File: src/rtl/regfile_sb_if.sv
// regfile_sb_if: decode/writeback bus of the scoreboarded register file.
// Master drives write, claim and read-index signals; slave returns ready,
// read data and per-port busy bits.
interface regfile_sb_if #(
    parameter int unsigned WORD_SIZE   = 32,
    parameter int unsigned INDEX_WIDTH = 4,
    parameter int unsigned NUM_RD      = 2
);
    logic                          ready;
    logic                          wrtEn0;
    logic [INDEX_WIDTH-1:0]        wrtRegno0;
    logic [WORD_SIZE-1:0]          dataIn0;
    logic                          wrtEn1;
    logic [INDEX_WIDTH-1:0]        wrtRegno1;
    logic [WORD_SIZE-1:0]          dataIn1;
    logic                          claimEn;
    logic [INDEX_WIDTH-1:0]        claimRegno;
    logic [NUM_RD*INDEX_WIDTH-1:0] rdRegno;
    logic [NUM_RD*WORD_SIZE-1:0]   dataOut;
    logic [NUM_RD-1:0]             rdBusy;

    modport master (
        output wrtEn0, wrtRegno0, dataIn0,
        output wrtEn1, wrtRegno1, dataIn1,
        output claimEn, claimRegno, rdRegno,
        input  ready, dataOut, rdBusy
    );

    modport slave (
        input  wrtEn0, wrtRegno0, dataIn0,
        input  wrtEn1, wrtRegno1, dataIn1,
        input  claimEn, claimRegno, rdRegno,
        output ready, dataOut, rdBusy
    );
endinterface

File: src/rtl/regfile_sb.sv
// regfile_sb: multi-read, dual-write register file with a pending-write
// scoreboard and a sequential clear engine run after every reset.
// Optional feature macro: WRITE_BYPASS_EN (same-cycle write-to-read bypass).
module regfile_sb #(
    parameter int unsigned WORD_SIZE   = 32,
    parameter int unsigned INDEX_WIDTH = 4,
    parameter int unsigned NUM_RD      = 2
) (
    input  logic          clk,
    input  logic          reset,
    regfile_sb_if.slave   bus
);
    localparam int unsigned NREGS = 1 << INDEX_WIDTH;
    localparam logic [INDEX_WIDTH-1:0] LAST_IDX = INDEX_WIDTH'(NREGS - 1);

    typedef enum logic {
        ST_CLEAR = 1'b0,
        ST_READY = 1'b1
    } state_t;

    state_t                   state;
    logic [INDEX_WIDTH-1:0]   clr_idx;
    logic [NREGS-1:0]         busy;
    logic [NREGS-1:0]         busy_nxt;
    logic                     ready;
    logic [WORD_SIZE-1:0]     mem [NREGS];

    logic [INDEX_WIDTH-1:0]        rd_idx;
    logic [NUM_RD*WORD_SIZE-1:0]   data_c;
    logic [NUM_RD-1:0]             rd_busy_c;

    // Scoreboard update: writes retire a pending result, a claim (newer producer) wins.
    always_comb begin
        busy_nxt = busy;
        if (bus.wrtEn0) busy_nxt[bus.wrtRegno0] = 1'b0;
        if (bus.wrtEn1) busy_nxt[bus.wrtRegno1] = 1'b0;
        if (bus.claimEn) busy_nxt[bus.claimRegno] = 1'b1;
    end

    // Control FSM: walk the clear index once after reset, then accept traffic.
    always_ff @(posedge clk or posedge reset) begin
        if (reset) begin
            state   <= ST_CLEAR;
            clr_idx <= '0;
            busy    <= '0;
            ready   <= 1'b0;
        end else begin
            case (state)
                ST_CLEAR: begin
                    clr_idx <= clr_idx + INDEX_WIDTH'(1);
                    if (clr_idx == LAST_IDX) begin
                        state <= ST_READY;
                        ready <= 1'b1;
                    end
                end
                ST_READY: begin
                    busy <= busy_nxt;
                end
                default: begin
                    state <= ST_CLEAR;
                end
            endcase
        end
    end

    // Storage: zeroed one entry per cycle while clearing; port 1 written last so it wins.
    always_ff @(posedge clk) begin
        if (state == ST_CLEAR) begin
            mem[clr_idx] <= '0;
        end else begin
            if (bus.wrtEn0) mem[bus.wrtRegno0] <= bus.dataIn0;
            if (bus.wrtEn1) mem[bus.wrtRegno1] <= bus.dataIn1;
        end
    end

    // Combinational read ports; everything reads as zero until the clear completes.
    always_comb begin
        rd_idx    = '0;
        data_c    = '0;
        rd_busy_c = '0;
        for (int i = 0; i < NUM_RD; i++) begin
            rd_idx = bus.rdRegno[i*INDEX_WIDTH +: INDEX_WIDTH];
            if (state == ST_READY) begin
                data_c[i*WORD_SIZE +: WORD_SIZE] = mem[rd_idx];
                rd_busy_c[i]                     = busy[rd_idx];
`ifdef WRITE_BYPASS_EN
                if (bus.wrtEn1 && (bus.wrtRegno1 == rd_idx)) begin
                    data_c[i*WORD_SIZE +: WORD_SIZE] = bus.dataIn1;
                    rd_busy_c[i] = bus.claimEn && (bus.claimRegno == rd_idx);
                end else if (bus.wrtEn0 && (bus.wrtRegno0 == rd_idx)) begin
                    data_c[i*WORD_SIZE +: WORD_SIZE] = bus.dataIn0;
                    rd_busy_c[i] = bus.claimEn && (bus.claimRegno == rd_idx);
                end
`else
                // Same-cycle writes become visible on the following cycle.
`endif
            end
        end
    end

    assign bus.ready   = ready;
    assign bus.dataOut = data_c;
    assign bus.rdBusy  = rd_busy_c;
endmodule

File: src/flat_wrapper.sv
// flat-port wrapper written by rule: the top's interface ports become plain ports
module regfile_sb_flat 
#(
    parameter int unsigned WORD_SIZE   = 32,
    parameter int unsigned INDEX_WIDTH = 4,
    parameter int unsigned NUM_RD      = 2
)
  (clk, reset, bus_wrtEn0, bus_wrtRegno0, bus_dataIn0, bus_wrtEn1, bus_wrtRegno1, bus_dataIn1, bus_claimEn, bus_claimRegno, bus_rdRegno, bus_ready, bus_dataOut, bus_rdBusy);
  regfile_sb_if #(.WORD_SIZE(WORD_SIZE), .INDEX_WIDTH(INDEX_WIDTH), .NUM_RD(NUM_RD)) bus_i ();
  input  logic clk;
  input  logic reset;
  input wire logic [$bits(bus_i.wrtEn0)-1:0] bus_wrtEn0;
  input wire logic [$bits(bus_i.wrtRegno0)-1:0] bus_wrtRegno0;
  input wire logic [$bits(bus_i.dataIn0)-1:0] bus_dataIn0;
  input wire logic [$bits(bus_i.wrtEn1)-1:0] bus_wrtEn1;
  input wire logic [$bits(bus_i.wrtRegno1)-1:0] bus_wrtRegno1;
  input wire logic [$bits(bus_i.dataIn1)-1:0] bus_dataIn1;
  input wire logic [$bits(bus_i.claimEn)-1:0] bus_claimEn;
  input wire logic [$bits(bus_i.claimRegno)-1:0] bus_claimRegno;
  input wire logic [$bits(bus_i.rdRegno)-1:0] bus_rdRegno;
  output wire logic [$bits(bus_i.ready)-1:0] bus_ready;
  output wire logic [$bits(bus_i.dataOut)-1:0] bus_dataOut;
  output wire logic [$bits(bus_i.rdBusy)-1:0] bus_rdBusy;
  assign bus_i.wrtEn0 = bus_wrtEn0;
  assign bus_i.wrtRegno0 = bus_wrtRegno0;
  assign bus_i.dataIn0 = bus_dataIn0;
  assign bus_i.wrtEn1 = bus_wrtEn1;
  assign bus_i.wrtRegno1 = bus_wrtRegno1;
  assign bus_i.dataIn1 = bus_dataIn1;
  assign bus_i.claimEn = bus_claimEn;
  assign bus_i.claimRegno = bus_claimRegno;
  assign bus_i.rdRegno = bus_rdRegno;
  assign bus_ready = bus_i.ready;
  assign bus_dataOut = bus_i.dataOut;
  assign bus_rdBusy = bus_i.rdBusy;
  regfile_sb #(.WORD_SIZE(WORD_SIZE), .INDEX_WIDTH(INDEX_WIDTH), .NUM_RD(NUM_RD)) u_core (.clk(clk), .reset(reset), .bus(bus_i));
endmodule
File: config.mk
export PLATFORM = sky130hd
export DESIGN_NAME = regfile_sb_flat
export DESIGN_NICKNAME = d
export VERILOG_FILES = /design/src/rtl/regfile_sb_if.sv /design/src/rtl/regfile_sb.sv /design/src/flat_wrapper.sv
export SDC_FILE = /design/constraint.sdc
export NUM_CORES = 1
export LEC_CHECK = 0
export ABC_CLOCK_PERIOD_IN_PS = 3200
export BUFFER_PORTS_ARGS = -buffer_cell sky130_fd_sc_hd__buf_2
export CELL_PAD_IN_SITES_DETAIL_PLACEMENT = 0
export CELL_PAD_IN_SITES_GLOBAL_PLACEMENT = 1
export CORE_ASPECT_RATIO = 0.6
export CORE_UTILIZATION = 40
export CTS_BUF_LIST = sky130_fd_sc_hd__clkbuf_8
export DETAILED_ROUTE_END_ITERATION = 8
export GPL_ROUTABILITY_DRIVEN = 1
export PLACE_DENSITY_LB_ADDON = 0.1
export SLEW_MARGIN = 5
export SYNTH_ARGS = -nofsm -noshare
export SYNTH_HDL_FRONTEND = slang
export SYNTH_SLANG_ARGS = --single-unit
export TNS_END_PERCENT = 30
File: constraint.sdc
create_clock -name clk -period 3.2 [get_ports clk]
set_input_delay 0.16 -clock clk [delete_from_list [all_inputs] [get_ports clk]]
set_output_delay 0.16 -clock clk [all_outputs]
set_load 0.05 [all_outputs]
# Yosys cells after proc, flatten, opt, wreduce, memory -nomap -nowiden

Memory sizes are Yosys's and may differ from the RTL's.
Cells that the tools add are included.

Multiply operators: 0
Magnitude comparators: 8
Add/subtract/negate cells: 1
Shifts and indexed selects: 0
Divide/modulo/power cells: 0
Reduce and logical (&&, ||, !) cells: 5
Muxes and demuxes: 29
Bitwise gates (word level): 6
Equal/unequal tests: 1

Operators by type and width:

| operator            | count |
|---|---|
| $mux 32             | 3 |
| $mux 16             | 3 |
| $and 16x16->16      | 2 |
| $not 16->16         | 2 |
| $reduce_or 32->1    | 1 |
| $lt 4x5->1 const B  | 5 |
| $mux 1              | 17 |
| $or 16x16->16       | 1 |
| $demux 1 s4         | 3 |
| $ge 4x1->1 const B  | 3 |
| $bmux 1 s4          | 2 |
| $add 4x1->4 const B | 1 |
| $eq 4x4->1 const B  | 1 |
| $mux 4              | 1 |
| $logic_and 1x1->1   | 3 |
| $reduce_and 2->1    | 1 |
| $not 1->1           | 1 |

Latch bits: 0
Word-level logic and storage cells: 55
Bits in read-only memories: 0
Register bits after elaboration: 22
Memory bits (writable): 512
Memories kept: 1

Memories:

| memory     | words | bits a word | rd ports | clocked after Yosys merged registers in | wr ports | line             | source |
|---|---|---|---|---|---|---|---|
| u_core.mem | 16    | 32          | 2        | 0                                       | 2        | regfile_sb.sv:26 | `logic [WORD_SIZE-1:0] mem [NREGS];` |

# Longest topological paths before layout

Gate-level depths: netlist (run 1).

Depth after elaboration: 11
Mapped depth: 8
Mapped depth without buffers: 4

# Worst setup path after synthesis (run 1)

OpenSTA, ideal clock, no wires.

Kind: register to register
Start point: register u_core.state
End point: memory u_core.mem[15][0], enable pin
Buffers on the path: 3
Data arrival time: 2783 ps
Stages on the path, launching flop included: 6
Required time: 2767 ps
Setup slack: -16 ps
Period minus slack after synthesis: 3216 ps
Cell sequence: dfrtp_1 -> buf_2 -> buf_2 -> buf_2 -> o31a_1 -> o22ai_1

RTL lines:

| item                   | line             | source |
|---|---|---|
| from (decl)            | regfile_sb.sv:21 | `state_t state;` |
| from (signal assigned) | regfile_sb.sv:43 | `state <= ST_CLEAR;` |
| from (signal assigned) | regfile_sb.sv:52 | `state <= ST_READY;` |
| from (signal assigned) | regfile_sb.sv:60 | `state <= ST_CLEAR;` |
| to (decl)              | regfile_sb.sv:26 |  |

# Worst setup path after layout (run 1)

Start point: register u_core.state
End point: output bus_dataOut[33]

Cells in the longest elaborated chain, start to end: 1

Ends and longest elaborated chain:

| item      | line               | source |
|---|---|---|
| $mux 32   | regfile_sb.sv:83   | `if (state == ST_READY) begin` |
| to (decl) | flat_wrapper.sv:22 | `output wire logic [$bits(bus_i.dataOut)-1:0] bus_dataOut;` |

Every way passes these cells.

==> results_dict.tcl, run 1 <==
set metrics [dict create \
    outcome "completed" \
    grt_pass1_vias 24000 \
    relSlewSlack 0.265 \
    drv_slew 0 \
    grt_setup_unrepaired "false" \
    p_seq_frac 0.486 \
    path_class "flop to output pin" \
    slowest_delay_ps 500 \
    powerDensity_mw_per_mm2 459 \
    tightest_slew_ps 1100 \
    vias_per_cell 6.24 \
    fin_setup_tns_ps 0 \
    drc 0 \
    fin_crit_sh 0.964 \
    die_w_um 362 \
    hold_depth 4 \
    design_area_sq_mm 0.0352 \
    fin_skew_ps 33.3 \
    ys_types 53 \
    setup_viol 0 \
    clk_pin_slew_ps 60 \
    p_sw_frac 0.296 \
    worstPathCellList "buf_4 -> nand2b_2 -> buf_4 -> o22ai_1 -> buf_2" \
    peakVddDrop_mv 0.268 \
    hold_path_class "input port to flop" \
    path_buf_inv 3 \
    initial_core_util 0.408 \
    hold_viol 0 \
    ys_seq_area_frac 0.512 \
    core-area_sq_mm 0.0762 \
    min_period_ps 3080 \
    reg2regPathDepth 6 \
    p_leak_nw 12.8 \
    die_h_um 218 \
    nets 2979 \
    rr_startpoint "u_core.state" \
    wl_per_cell_um 30.6 \
    cts.sinks 534 \
    synth-edff-count 512 \
    switching_power_mw 4.79 \
    overflow 0 \
    first_iter_violations 3343 \
    clockBufferDepth 3 \
    synth-seq-cells 534 \
    antenna_found_initial 2 \
    clk_latency_ps 710 \
    r2r_setup_slack_ps 340 \
    place_congestion 0.847 \
    grt_max_degree 67 \
    critPathMaxFanout 16 \
    cts_tree "done" \
    fmax_mhz 324 \
    yosys_warnings 0 \
    drt-total-wl_mm 122 \
    syn_area_sq_mm 0.0311 \
    p_int_mw 11.4 \
    die_area_sq_mm 0.0789 \
    comb_power_share 0.155 \
    synth-main-ff-cell "edfxtp_1" \
    crit_family "buffers and inverters" \
    cp.arrival_ps 2920 \
    clock_power_share 0.359 \
    htree_num_levels 3 \
    path_common_cell "buf_4" \
    slowest_stage "dfrtp_2" \
    synth_cells 2820 \
    avgSynthCellArea_sq_um 11.0 \
    dpl.hpwl_mm 72.3 \
    hold_path_end "u_core.busy[15]" \
    num_rows 78 \
    grt_pass1_wl_mm 173 \
    antenna_left 0 \
    syn2layout_area_growth_pct 13.3 \
    root_buffer "clkbuf_8" \
    grt_use_total 0.307 \
    io_buffers 155 \
    critPathCaptureType "output pin" \
    worstReg2RegEnd "u_core.busy[3]" \
    drtPass1Iterations 6 \
    syn_nets 2910 \
    fin_util 0.462 \
    crit_required_ps 3040 \
    post_cts_buffers 0 \
    cts_buffers 88 \
    place_area_sq_mm 0.0332 \
    synthArstFlopShare 0.0412 \
    hold_path.startpoint "bus_wrtRegno0[2]" \
    layout-drive-gt1-share 0.192 \
    vias 24900 \
    ios 156 \
    startpoint_type "flop" \
    drv_cap 0 \
    finalHoldWorstSlack_ps 74.1 \
]
==> worst max-delay path by stage <==
stage	startpoint	end	slack (ps)	depth (start not counted)
floorplan	u_core.state	u_core.mem[13][0]	1	7
global placement	bus_rdRegno[1]	bus_dataOut[21]	530	6
detailed placement	u_core.state	bus_dataOut[21]	520	5
CTS	u_core.state	bus_dataOut[1]	80	7
global route	u_core.state	bus_dataOut[37]	6	7
finish	u_core.state	bus_dataOut[33]	120	5
==> registers in the layout, summed over array words and instances (netlist names) <==
name              count
u_core.busy          16
u_core.state          1
u_core.clr_idx        4
u_core.bus.ready      1
u_core.mem          512
==> power groups by stage <==
stage,clock network [mW],registers [mW],logic [mW]
after floorplan,0,7.99,1.58
after global placement,0,8.00,2.39
after detailed placement,0,8.01,2.42
after CTS,5.87,7.86,2.48
after global routing,6.14,7.87,2.64
final,5.80,7.86,2.50
==> worst reg2reg max path: stages (launching register included) <==
cell           delay, ps
dfrtp_2              500
buf_4                250
and4bb_1             280
and3_2               210
buf_4                670
o32ai_1              220
dlygate4sd3_1        610
==> cell type report <==
class	instances	area (sq um)
Timing Repair Buffer	311	2550
Fill cell	7019	41000
Tap cell	1040	1300
Inverter	8	30.0
Sequential cell	534	15900
Multi-Input combinational cell	1946	13900
Clock buffer	91	1250
Antenna cell	2	5.00
Clock inverter	61	313
==> synthesized netlist by cell type, drive strengths merged, types with 3 or more instances <==
cell / instances / area, sq um
o21ai: 562 / 2810
o32ai: 13 / 114
a221oi: 36 / 315
nor3: 6 / 51.3
mux2: 23 / 259
mux4: 110 / 2480
dfrtp: 22 / 551
nand2b: 7 / 43.8
edfxtp: 512 / 15400
o2bb2ai: 32 / 280
nand2: 581 / 2180
nand4: 3 / 33.8
a21oi: 5 / 25.0
nor2: 12 / 45.0
xnor2: 3 / 26.3
buf: 147 / 878
nor2b: 21 / 131
mux2i: 320 / 3200
nand3: 7 / 35.0
a22oi: 109 / 818
and3: 5 / 31.3
clkbuf: 185 / 718
inv: 8 / 30.0
o22ai: 45 / 288
and2: 8 / 50.1
o21bai: 13 / 97.6
nor3b: 4 / 30.0
==> cells in the final DEF, fill, tap and decap left out, types with 3 or more instances in the layout <==
cell / n
and2_2: 6
a21oi_1: 5
mux2_2: 23
o22ai_1: 41
buf_2: 148
nor3b_1: 4
o21ai_1: 22
buf_12: 36
o2bb2ai_1: 32
dfrtp_1: 21
xnor2_1: 3
nand3_1: 7
o32ai_1: 11
mux2i_1: 320
buf_4: 76
nand2_1: 579
nor2b_4: 3
buf_6: 3
o21bai_4: 13
and3_2: 4
nor2_1: 5
nor3_4: 3
inv_1: 28
a221oi_1: 36
clkinv_2: 14
a22oi_1: 109
nor2_4: 6
dlygate4sd3_1: 45
edfxtp_1: 512
nand2b_1: 5
clkinv_1: 21
mux4_2: 110
nor2b_1: 17
o22ai_4: 3
clkbuf_8: 91
o21ai_0: 540
==> per-layer routing <==
layer  GRT usage  wire [um]
met2       0.440      50900
met5           0          0
met4      0.0842       2950
met1       0.470      55400
met3      0.0567      12800
==> logic make-up after synthesis <==
kind of cell,Yosys count,synth area share
flip-flops,534,0.512
XOR/XNOR,3,0.000845
buffers and inverters,340,0.0523
multiplexers,453,0.191
AO/OA/AOI/OAI,825,0.155
AND/OR/NAND/NOR,664,0.0878
adder cells (fa/ha/maj),1,0.000402
==> through the flow <==
stage	total power, mW	setup slack [ps]	cells
floorplan	9.57	1.06	2820
global placement	10.4	525	3794
detailed placement	10.4	516	3794
CTS	16.2	79.9	3991
global route	16.6	5.57	3991
finish	16.2	116	3993
==> timing repair <==
action,4_1_cts,5_1_grt
resized for setup,4,5
hold endpoints to repair,542,0
hold buffers,45,0
endpoints found under the setup margin,6,4
(Power assumes the default switching activity.)
==> run 2, diff against run 1 <==
Settings changed: CORE_UTILIZATION 40 to 31.
==> run 2 against run 1 <==
Effect of this change: flip-flop and latch count is the same; die area rose by 29%; wire length rose by 13%; cell count increased by 7.5%; worst setup slack gained 17 ps; global-route usage down 3.7 points; clock-buffer cell count is 4 higher; clock skew is 15 ps higher; first-iteration DRC count decreased by 13%; clock power is 6.0% higher; critical endpoint is now bus_dataOut[20]; highest routed layer is now met5.
==> results_dict.tcl, run 2 (same netlist as run 1, synthesis figures left out) <==
set metrics [dict create \
    outcome "completed" \
    final_common_cell "nand2_1" \
    vias_per_cell 5.81 \
    hold_viol 0 \
    startpoint_type "flop" \
    clock_power_share 0.369 \
    num_rows 89 \
    use_met2 0.398 \
    largest_register "u_core.mem" \
    grt_use_met1 0.398 \
    crit_required_ps 3040 \
    first_iter_violations 2907 \
    grt_pass1_wl_mm 192 \
    drc 0 \
    final_cell_mix "nand2_1, o21ai_0, edfxtp_1" \
    fin_setup_tns_ps 0 \
    setup_viol 0 \
    clk_latency_ps 790 \
    grt_max_degree 66 \
    largest_reg_flops 512 \
    design_area_sq_mm 0.0359 \
    crit_family "buffers and inverters" \
    p_sw_frac 0.299 \
    regArea_sq_mm 0.0159 \
    comb_power_share 0.159 \
    initial_core_util 0.315 \
    critPathMaxFanout 13 \
    die_h_um 247 \
    fin_util 0.363 \
    fin_skew_ps 48.4 \
    hold_path_end "u_core.mem[7][25]" \
    relSlewSlack 0.294 \
    root_buffer "clkbuf_8" \
    p_leak_nw 13.0 \
    p_int_mw 11.7 \
    post_cts_buffers 0 \
    io_buffers 155 \
    htree_num_levels 3 \
    cts.sinks 534 \
    grt_busiest_layer "met1" \
    nets 3002 \
    grt_setup_unrepaired "false" \
    finalHoldWorstSlack_ps 69.6 \
    fmax_mhz 326 \
    drtPass1Iterations 5 \
    overflow 0 \
    hold_path_class "input port to flop" \
    clk_pin_slew_ps 60 \
    peakVddDrop_mv 0.299 \
    powerDensity_mw_per_mm2 464 \
    cts_buffers 90 \
    worstPathCellList "buf_4 -> nand2b_4 -> buf_4 -> a221oi_1 -> o21ai_0 -> o21ai_0 -> buf_2" \
    tightest_slew_ps 1050 \
    hold_depth 3 \
    antenna_left 0 \
    vias 24900 \
    place_area_sq_mm 0.0337 \
    syn2layout_area_growth_pct 15.5 \
    cts_tree "done" \
    dpl.hpwl_mm 81.6 \
    core-area_sq_mm 0.0988 \
    p_seq_frac 0.472 \
    place_congestion 0.807 \
    path_buf_inv 3 \
    layout-drive-gt1-share 0.195 \
    cp.arrival_ps 2910 \
    wl_per_cell_um 32.2 \
    worstReg2RegEnd "u_core.busy[10]" \
    rr_startpoint "u_core.state" \
    die_w_um 411 \
    drv_cap 0 \
    min_period_ps 3070 \
    slowest_delay_ps 460 \
    drt-total-wl_mm 138 \
    slowest_stage "dfrtp_2" \
    fillCellCount 9563 \
    power_mw 16.7 \
    antenna_found_initial 4 \
    ios 156 \
    r2r_setup_slack_ps 390 \
    grt.met3_usage 0.0501 \
    switching_power_mw 4.98 \
    clockBufferDepth 3 \
    drv_slew 0 \
    fin_crit_sh 0.958 \
    path_class "flop to output pin" \
    hold_path.startpoint "bus_dataIn0[25]" \
    reg2regPathDepth 6 \
    largest_registers "u_core.mem x512, u_core.busy x16, u_core.clr_idx x4" \
    multi_input_area_sq_mm 0.0139 \
    grt_pass1_vias 24500 \
    critPathCaptureType "output pin" \
    grt_use_total 0.270 \
    die_area_sq_mm 0.102 \
]
[run 2: changes by cell type in the layout (fill, tap and decap cells not counted), sizes merged]
| cell | change |
|---|---|
| dlygate4sd3 | +7 |
| clkbuf | +2 |
| buf | +16 |
| clkinv | -5 |
| clkinvlp | -1 |
| bufinv | +2 |
| inv | +2 |
| diode | -1 |
[run 2: what timing repair did]
item	CTS	global route
hold endpoints to repair	549	0
endpoints found under the setup margin	37	1
cloned	0	0
hold buffers	52	0
pin swaps	0	0
resized for setup	4	1
[run 2: how the worst max path moves through the flow]
| stage | start | to | cells after the start |
|---|---|---|---|
| floorplan | u_core.state | u_core.mem[13][0] | 7 |
| finish | u_core.state | bus_dataOut[20] | 7 |
| detailed placement | bus_rdRegno[2] | bus_dataOut[10] | 6 |
| global route | u_core.state | bus_dataOut[20] | 7 |
| global placement | bus_rdRegno[2] | bus_rdBusy[0] | 6 |
| CTS | u_core.state | bus_dataOut[50] | 6 |
[run 2: power by group through the flow]
stage	registers, mW	clock network [mW]	logic, mW
after CTS	7.86	6.29	2.64
final	7.86	6.15	2.65
after global routing	7.86	6.54	2.80
after global placement	8.00	0	2.55
after floorplan	7.99	0	1.58
after detailed placement	8.00	0	2.56
[run 2: worst reg2reg max path: stages, from the launching register on]
cell and delay, ps:
dfrtp_2 460, buf_4 240, inv_2 190, nor3_4 230
buf_4 830, o22ai_1 130, dlygate4sd3_1 600
[run 2: cell type report]
| type | instances | area share |
|---|---|---|
| Antenna cell | 1 | 0.0000697 |
| Clock buffer | 95 | 0.0364 |
| Clock inverter | 59 | 0.00965 |
| Inverter | 8 | 0.000836 |
| Multi-Input combinational cell | 1946 | 0.386 |
| Sequential cell | 534 | 0.444 |
| Tap cell | 1319 | 0.0460 |
| Timing Repair Buffer | 332 | 0.0771 |
[run 2: per-stage QoR]
step	worst slack [ps]	std cells
6_report	133	4294
5_1_grt	23.6	4293
4_1_cts	24.4	4293
3_5_place_dp	504	4087
3_3_place_gp	558	4087
2_1_floorplan	1.06	2820
[run 2: routing by layer]
metal | wire length (um) | share of wire
met1 | 64400 | 0.47
met2 | 59200 | 0.43
met3 | 10700 | 0.077
met4 | 3800 | 0.027
met5 | 150 | 0.0011
